### config.mk
export PLATFORM = sky130hd
export DESIGN_NAME = rx_echo_capture
export DESIGN_NICKNAME = d
export VERILOG_FILES = /design/src/rtl/rx_echo_capture.sv
export SDC_FILE = /design/constraint.sdc
export NUM_CORES = 2
export LEC_CHECK = 0
export ABC_AREA = 1
export CAP_MARGIN = 20
export CORE_MARGIN = 1
export CORE_UTILIZATION = 45
export CTS_CLUSTER_SIZE = 20
export DETAILED_ROUTE_END_ITERATION = 10
export GPL_ROUTABILITY_DRIVEN = 0
export PLACE_DENSITY = 0.71
export SLEW_MARGIN = 15
export SYNTH_ARGS = -nofsm -noshare
export SYNTH_HDL_FRONTEND = slang
export SYNTH_SLANG_ARGS = --single-unit
### constraint.sdc
create_clock -name clk -period 3.1 [get_ports clk]
set_clock_uncertainty 0.1 [all_clocks]
set_input_delay 0.62 -clock clk [delete_from_list [all_inputs] [get_ports clk]]
set_output_delay 0.62 -clock clk [all_outputs]
set_load 0.02 [all_outputs]
### src/rtl/rx_echo_capture.sv
// rx_echo_capture: per-element time-of-flight capture with streamed readout.
// Optional echo blanking after transmit is enabled by defining RX_BLANKING_EN.
module rx_echo_capture #(
    parameter int NUM_CH       = 64,
    parameter int DW_TIME      = 16,
    parameter int CH_W         = 6,
    parameter int BLANK_CYCLES = 8
) (
    input  logic               clk,
    input  logic               rst,
    input  logic               start,
    input  logic [DW_TIME-1:0] window_len,
    input  logic [NUM_CH-1:0]  rxArray,
    input  logic               rd_ready,
    output logic               rd_valid,
    output logic [CH_W-1:0]    rd_channel,
    output logic [DW_TIME-1:0] rd_tof,
    output logic               rd_hit,
    output logic               busy,
    output logic               done
);

    typedef enum logic [1:0] {
        S_IDLE,
        S_LISTEN,
        S_READOUT,
        S_DONE
    } state_t;

    localparam logic [CH_W-1:0] LAST_CH = CH_W'(NUM_CH - 1);

    // Channel index must address every element exactly.
    if (CH_W != $clog2(NUM_CH) || BLANK_CYCLES < 0) begin : g_param_check
        $error("rx_echo_capture: bad CH_W or BLANK_CYCLES");
    end

    state_t state_q;
    state_t state_d;

    logic [DW_TIME-1:0] win_q;
    logic [DW_TIME-1:0] cnt_q;
    logic [NUM_CH-1:0]  prev_q;
    logic [NUM_CH-1:0]  hit_q;
    logic [DW_TIME-1:0] tof_q [NUM_CH];
    logic [CH_W-1:0]    ch_q;

    logic [NUM_CH-1:0]  rise;
    logic [NUM_CH-1:0]  new_hit;
    logic [NUM_CH-1:0]  hit_nxt;
    logic [CH_W-1:0]    ch_sel;
    logic               listen_end;
    logic               last_accept;
    logic               accept_start;

    // Edge detection, first-hit selection and exit/handshake conditions.
    always_comb begin
        rise = rxArray & ~prev_q;
`ifdef RX_BLANKING_EN
        if (cnt_q < DW_TIME'(BLANK_CYCLES)) begin
            rise = '0;
        end
`endif
        new_hit      = rise & ~hit_q;
        hit_nxt      = hit_q | new_hit;
        listen_end   = (cnt_q == win_q - DW_TIME'(1)) || (&hit_nxt);
        last_accept  = rd_valid && rd_ready && (ch_q == LAST_CH);
        ch_sel       = rd_valid ? ch_q + CH_W'(1) : ch_q;
        accept_start = (state_q == S_IDLE) && start;
    end

    // State register.
    always_ff @(posedge clk) begin
        if (!rst) begin
            state_q <= S_IDLE;
        end else begin
            state_q <= state_d;
        end
    end

    // Next-state and status outputs.
    always_comb begin
        state_d = state_q;
        busy    = 1'b0;
        done    = 1'b0;
        case (state_q)
            S_IDLE: begin
                if (start) begin
                    state_d = S_LISTEN;
                end
            end
            S_LISTEN: begin
                busy = 1'b1;
                if (listen_end) begin
                    state_d = S_READOUT;
                end
            end
            S_READOUT: begin
                busy = 1'b1;
                if (last_accept) begin
                    state_d = S_DONE;
                end
            end
            S_DONE: begin
                done    = 1'b1;
                state_d = S_IDLE;
            end
            default: begin
                state_d = S_IDLE;
            end
        endcase
    end

    // Capture: arm on start, then record the cycle of each first rising edge.
    always_ff @(posedge clk) begin
        if (!rst) begin
            win_q  <= '0;
            cnt_q  <= '0;
            prev_q <= '1;
            hit_q  <= '0;
            for (int n = 0; n < NUM_CH; n++) begin
                tof_q[n] <= '0;
            end
        end else if (accept_start) begin
            // A zero window still listens for one cycle.
            win_q  <= (window_len == '0) ? DW_TIME'(1) : window_len;
            cnt_q  <= '0;
            // Lines already high when armed must not count as edges.
            prev_q <= '1;
            hit_q  <= '0;
            for (int n = 0; n < NUM_CH; n++) begin
                tof_q[n] <= '0;
            end
        end else if (state_q == S_LISTEN) begin
            prev_q <= rxArray;
            hit_q  <= hit_nxt;
            if (cnt_q != '1) begin
                cnt_q <= cnt_q + DW_TIME'(1);
            end
            for (int n = 0; n < NUM_CH; n++) begin
                if (new_hit[n]) begin
                    tof_q[n] <= cnt_q;
                end
            end
        end
    end

    // Readout: registered word, held under backpressure, one per cycle.
    always_ff @(posedge clk) begin
        if (!rst) begin
            rd_valid   <= 1'b0;
            rd_channel <= '0;
            rd_tof     <= '0;
            rd_hit     <= 1'b0;
            ch_q       <= '0;
        end else if (accept_start) begin
            ch_q <= '0;
        end else if (state_q == S_READOUT) begin
            if (!rd_valid || (rd_ready && ch_q != LAST_CH)) begin
                rd_valid   <= 1'b1;
                ch_q       <= ch_sel;
                rd_channel <= ch_sel;
                rd_tof     <= tof_q[ch_sel];
                rd_hit     <= hit_q[ch_sel];
            end else if (last_accept) begin
                rd_valid <= 1'b0;
            end
        end
    end

endmodule

==> impl_metrics.tcl <==
set metrics [dict create \
    final_cell_mix "1360 x nor2_1, 1146 x nand2_1, 1008 x edfxtp_1, 675 x nand3_1, 382 x inv_1" \
    vdd_drop_max_mv 0.831 \
    routedWlPerCell_um 21.8 \
    synth_edf_count 1008 \
    drt_pass1_iterations 6 \
    switching_power_mw 20.4 \
    pwr_density_cell_nw_per_um2 859 \
    area_growth_pct 16.9 \
    slew_violations 0 \
    fin_crit_sh 0.970 \
    synthFlopType "edfxtp_1" \
    rrSetupSlack_ps 90 \
    reg2reg_to "rd_tof[8]" \
    ys_types 41 \
    clkLatencyLatePin_ps 770 \
    finalWirelength_um 173000 \
    worst_pin_slew_ps 1080 \
    setup_viol 0 \
    tritoncts "done" \
    fmax_mhz 333 \
    status "finished, final reports clean" \
    antenna_found_initial 5 \
    syn_inst 6102 \
    core.rowCount 128 \
    p_leak_nw 25.0 \
    syn-num-nets 6195 \
    die_w_um 353 \
    fin_nets 6328 \
    insertedDiodeCount 0 \
    netlist_area_um2 55600 \
    holdPathEnd "win_q[13]" \
    drc_errors 0 \
    via_per_inst 5.68 \
    grt_pass1_wl_um 258000 \
    grt_pass1_vias 42400 \
    portBuffers 109 \
    seq_power_share 0.391 \
    htreeDepth 4 \
    top_level_ports 110 \
    syn_area_per_cell_um2 9.11 \
    globalRoute.totalOverflow 0 \
    drt-initial-drc-count 6683 \
    drive_above_1_share 0.0905 \
    ys_ff_latch 1216 \
    hold_ws_ps 354 \
    path_max_fanout 47 \
    cp-start-kind "flop" \
    clk_path_buf_depth 3 \
    start_util 0.455 \
    required_ps 3680 \
    numCtsBuffers 132 \
    rr_startpoint "rd_valid" \
    core-area_um2 122000 \
    critPathArrivalTime_ps 3590 \
    clock-sinks 1216 \
    clock-root-buffer "clkbuf_16" \
    num_vias 45300 \
    die_h_um 353 \
    track_usage 0.273 \
    criticalPathCategory "flop to flop" \
    final_common_cell "nor2_1" \
    ys_seq_area_frac 0.620 \
    die-area_um2 125000 \
    synth_top_area_cell "edfxtp_1" \
    yosysTopAreaCellShare 0.545 \
    crit_path_end_kind "flop" \
    finalPower_mw 55.8 \
    cap_violations 0 \
    async_flop_share 0 \
    placed_cells 7726 \
    whs_path_depth 3 \
    hp-start "window_len[13]" \
    cts_setup_buffers 0 \
    hold_class "primary input to flop" \
    r2r_cells 15 \
    place_hpwl_um 116000 \
    hold_viol 0 \
    rsz0062_at_grt "no" \
    finalNonFillerCells 7967 \
    grt_max_degree 103 \
    ant_nets 0 \
    clkPwrFrac 0.281 \
    max-slew-margin-rel 0.281 \
    min_period_ps 3010 \
    yosysWarnings 0 \
    power.share.switching 0.365 \
    synth.area.top_cells "edfxtp_1 54%, nor2_1 9.2%, nand2_1 7.7%" \
    intPower_mw 35.4 \
    clk_pin_slew_ps 60 \
    p_comb_frac 0.328 \
]
power by group through the flow:
stage | Combinational, mW | Clock (mW) | Sequential [mW]
final | 18.3 | 15.7 | 21.8
after global routing | 19.7 | 16.3 | 22.0
after CTS | 17.9 | 15.8 | 21.8
after floorplan | 10.5 | 0 | 21.8
after detailed placement | 17.8 | 0 | 22.1
after global placement | 17.6 | 0 | 22.0
cell usage after synthesis, types with 19 or more instances:
cell,n
nand2_1,1146
nor2_1,1362
o21ai_0,321
nand3_1,675
edfxtp_1,1008
inv_1,383
o211ai_1,174
buf_1,25
a21oi_1,169
dfxtp_1,208
buf_2,119
nor3_1,19
clkbuf_1,311
o21ai_1,39
critical path, stage by stage (launching register included):
cell	delay (ps)
dfxtp_1	500
inv_1	110
nand2_1	160
nand2_8	140
inv_8	310
buf_12	290
nand2_1	130
nand2_1	80
nand2_1	70
nand3_1	110
nand3_1	130
nand3_1	240
nand2_1	90
nand2_1	70
nand2_1	150
a21oi_1	190
per-layer routing:
metal  wire (um)  up-vias  track usage
met2       77600     2786        0.418
met4        6730        8        0.108
met3       22100      379       0.0686
met1       67000    21500        0.371
met5          46        -            0
li1            -    20600            -
registers in the layout, summed over array words and instances (netlist names):
| signal | count |
|---|---|
| rd_valid | 1 |
| rd_hit | 1 |
| hit_q | 64 |
| state_q | 2 |
| cnt_q | 16 |
| win_q | 16 |
| rd_tof | 16 |
| tof_q | 1024 |
| rd_channel | 6 |
| prev_q | 64 |
| ch_q | 6 |
worst max-delay path by stage:
stage,depth (start not counted),end,slack [ps],from
3_5_place_dp,10,tof_q[39][14],-150,start
2_1_floorplan,6,tof_q[34][0],240,state_q[1]
3_3_place_gp,14,state_q[0],-180,rxArray[47]
4_1_cts,2,done,110,state_q[0]
5_1_grt,2,done,20,state_q[0]
6_report,15,rd_tof[8],90,rd_valid
repair_timing:
action,in CTS,in global routing
hold buffers,0,0
endpoints found under the setup margin,1,0
gates resized for setup,2,0
metrics by stage:
step           worst slack, ps  utilization  setup TNS, ps  instance area [um2]
6_report                  94.1        0.532              0                65000
5_1_grt                   15.7        0.532              0                65000
4_1_cts                    108        0.532              0                65000
3_5_place_dp              -155        0.497          -5700                60700
3_3_place_gp              -176        0.497          -2490                60700
2_1_floorplan              243            -              0                55600
cell type report:
| type | instances | area [um2] |
|---|---|---|
| Tap cell | 1625 | 2030 |
| Fill cell | 10500 | 57200 |
| Timing Repair Buffer | 461 | 4920 |
| Sequential cell | 1216 | 34400 |
| Multi-Input combinational cell | 4010 | 17800 |
| Clock inverter | 71 | 754 |
| Inverter | 414 | 1570 |
| Clock buffer | 170 | 3510 |
kinds of logic after synthesis:
group / after synthesis / share of synthesized area
AND/OR/NAND/NOR: 3227 / 0.235
flip-flops: 1216 / 0.620
buffers and inverters: 876 / 0.0624
adder cells (fa/ha/maj): 9 / 0.00203
AO/OA/AOI/OAI: 758 / 0.0783
XOR/XNOR: 16 / 0.00279
No activity file was read; power rests on OpenSTA's default activity.
==> edit: new RTL, same flow settings <==
Change the parameter `DW_TIME` from 16 to 14.
--- a/src/rtl/rx_echo_capture.sv
+++ b/src/rtl/rx_echo_capture.sv
@@ -3,5 +3,5 @@
 module rx_echo_capture #(
     parameter int NUM_CH       = 64,
-    parameter int DW_TIME      = 16,
+    parameter int DW_TIME      = 14,
     parameter int CH_W         = 6,
     parameter int BLANK_CYCLES = 8
Ports: changed (resized rd_tof and window_len); port bits go from 110 to 106. The function was not compared with the original's and may differ.
==> edit against the original RTL <==
  * Routed wire length decreased by 11%
  * Utilization is 0.48 points lower
  * Final cell count down 7.0%
  * Synthesized cell count down 5.4%
  * Setup slack improved by 0.027 ns
  * Power fell by 10%
  * First-iteration DRC count fell by 22%
  * Sequential cell count is 134 lower
  * Die area down 8.6%
  * Final area shrank 9.8%
  * Critical path depth decreased by 3
  * Combinational power fell by 4%
  * Synthesized area down 8.7%
  * Clock power decreased by 16%
  * Critical path type unchanged
  * Highest routed layer is now met4
==> edit: results (changes against the original RTL) <==
| Metric | Value |
|---|---|
| Syn Inst Count | `5773 (-5.4%)` |
| Worst skew pair latency | `0.69 ns (-0.08 ns)` |
| Routed WL per cell | `20.9 um (-4.1%)` |
| Worst slack, placed | `0.105 ns (+0.260 ns)` |
| Vias in the first global route | `39.0k (-8.1%)` |
| Placed cells | `7212 (-6.7%)` |
| Hold Path Depth | `2 (-1)` |
| Largest regs | `tof_q x896, hit_q x64, prev_q x64` |
| Plain + repair buffers | `382 (-17%)` |
| Synth cell types | `36 (-12%)` |
| Worst Path Arrival | `3.50 ns (-0.09 ns)` |
| Sequential area share after synthesis | `0.601 (-0.0189)` |
| Footprint of the multi-input gates | `16300 um2 (-8.0%)` |
| Worst vdd ir | `644 uV (-23%)` |
| Final HPWL DP | `100 mm (-14%)` |
| Layout cells sized above 1 | `0.0778 (-0.0127)` |
| Worst slew pin tran | `0.979 ns (-0.0984 ns)` |
| P_int | `31.4 mW (-11%)` |
| NonClk Buf Share | `0.0705 (-0.00517)` |
| DIE WIDTH | `338 um (-4.4%)` |
| Hold_sp | `hit_q[16]` |
| M2 GR Usage | `0.428 (+0.00986)` |
| Setup slack, reg-to-reg | `0.12 ns (+0.03 ns)` |
| Fraction of area in multi-input gates | `0.279 (+0.00541)` |
| Synth top area cells | `edfxtp_1 52%, nor2_1 9.4%, dfxtp_1 7.9%` |
| Status | `complete, no violations` |
| Synth Area in Compound Gates | `0.0651 (-0.0132)` |
| P_clk | `13.2 mW (-16%)` |
| Clock-cell share of area | `0.0603 (-0.00534)` |
| Total Routing Usage GR | `0.270 (-0.00243)` |
| Grt met3 use | `0.0507 (-0.0179)` |
| Post-DP Area | `55100 um2 (-9.3%)` |
| R2R Path End | `rd_tof[1]` |
| Top cells by count, synth | `1271 x nor2_1, 962 x nand2_1, 882 x edfxtp_1` |
| Worst Hold Class | `flip-flop to flip-flop` |
| CP Max Fanout | `26 (-45%)` |
| Global-route wire length before repair | `232 mm (-10%)` |
edit: cell count changes after synthesis, moves of 13 or more:
cell	change
nand2_1	-184
inv_1	+206
nand3_1	+51
a21oi_1	-58
a21o_1	-14
nor2_1	-91
o21bai_1	-14
clkinv_1	-13
edfxtp_1	-126
o21ai_0	-24
o211ai_1	-38
o21ai_1	-30
nand3b_1	+50
clkbuf_1	-23
edit: critical path: stages, from the launching register on:
cell	delay, ns
dfxtp_1	0.37
ha_1	0.36
nand2_1	0.10
o21ai_4	0.33
buf_4	0.44
o211ai_1	0.14
nand3_1	0.08
nand3_1	0.09
nand3_1	0.14
nand3_1	0.31
nand3_1	0.32
nand2_1	0.07
inv_1	0.05
edit: repair_timing:
| item | CTS | global route |
|---|---|---|
| resized for setup | 1 | 0 |
| setup endpoints to repair | 1 | 0 |
| endpoints found under the hold margin | 0 | 0 |
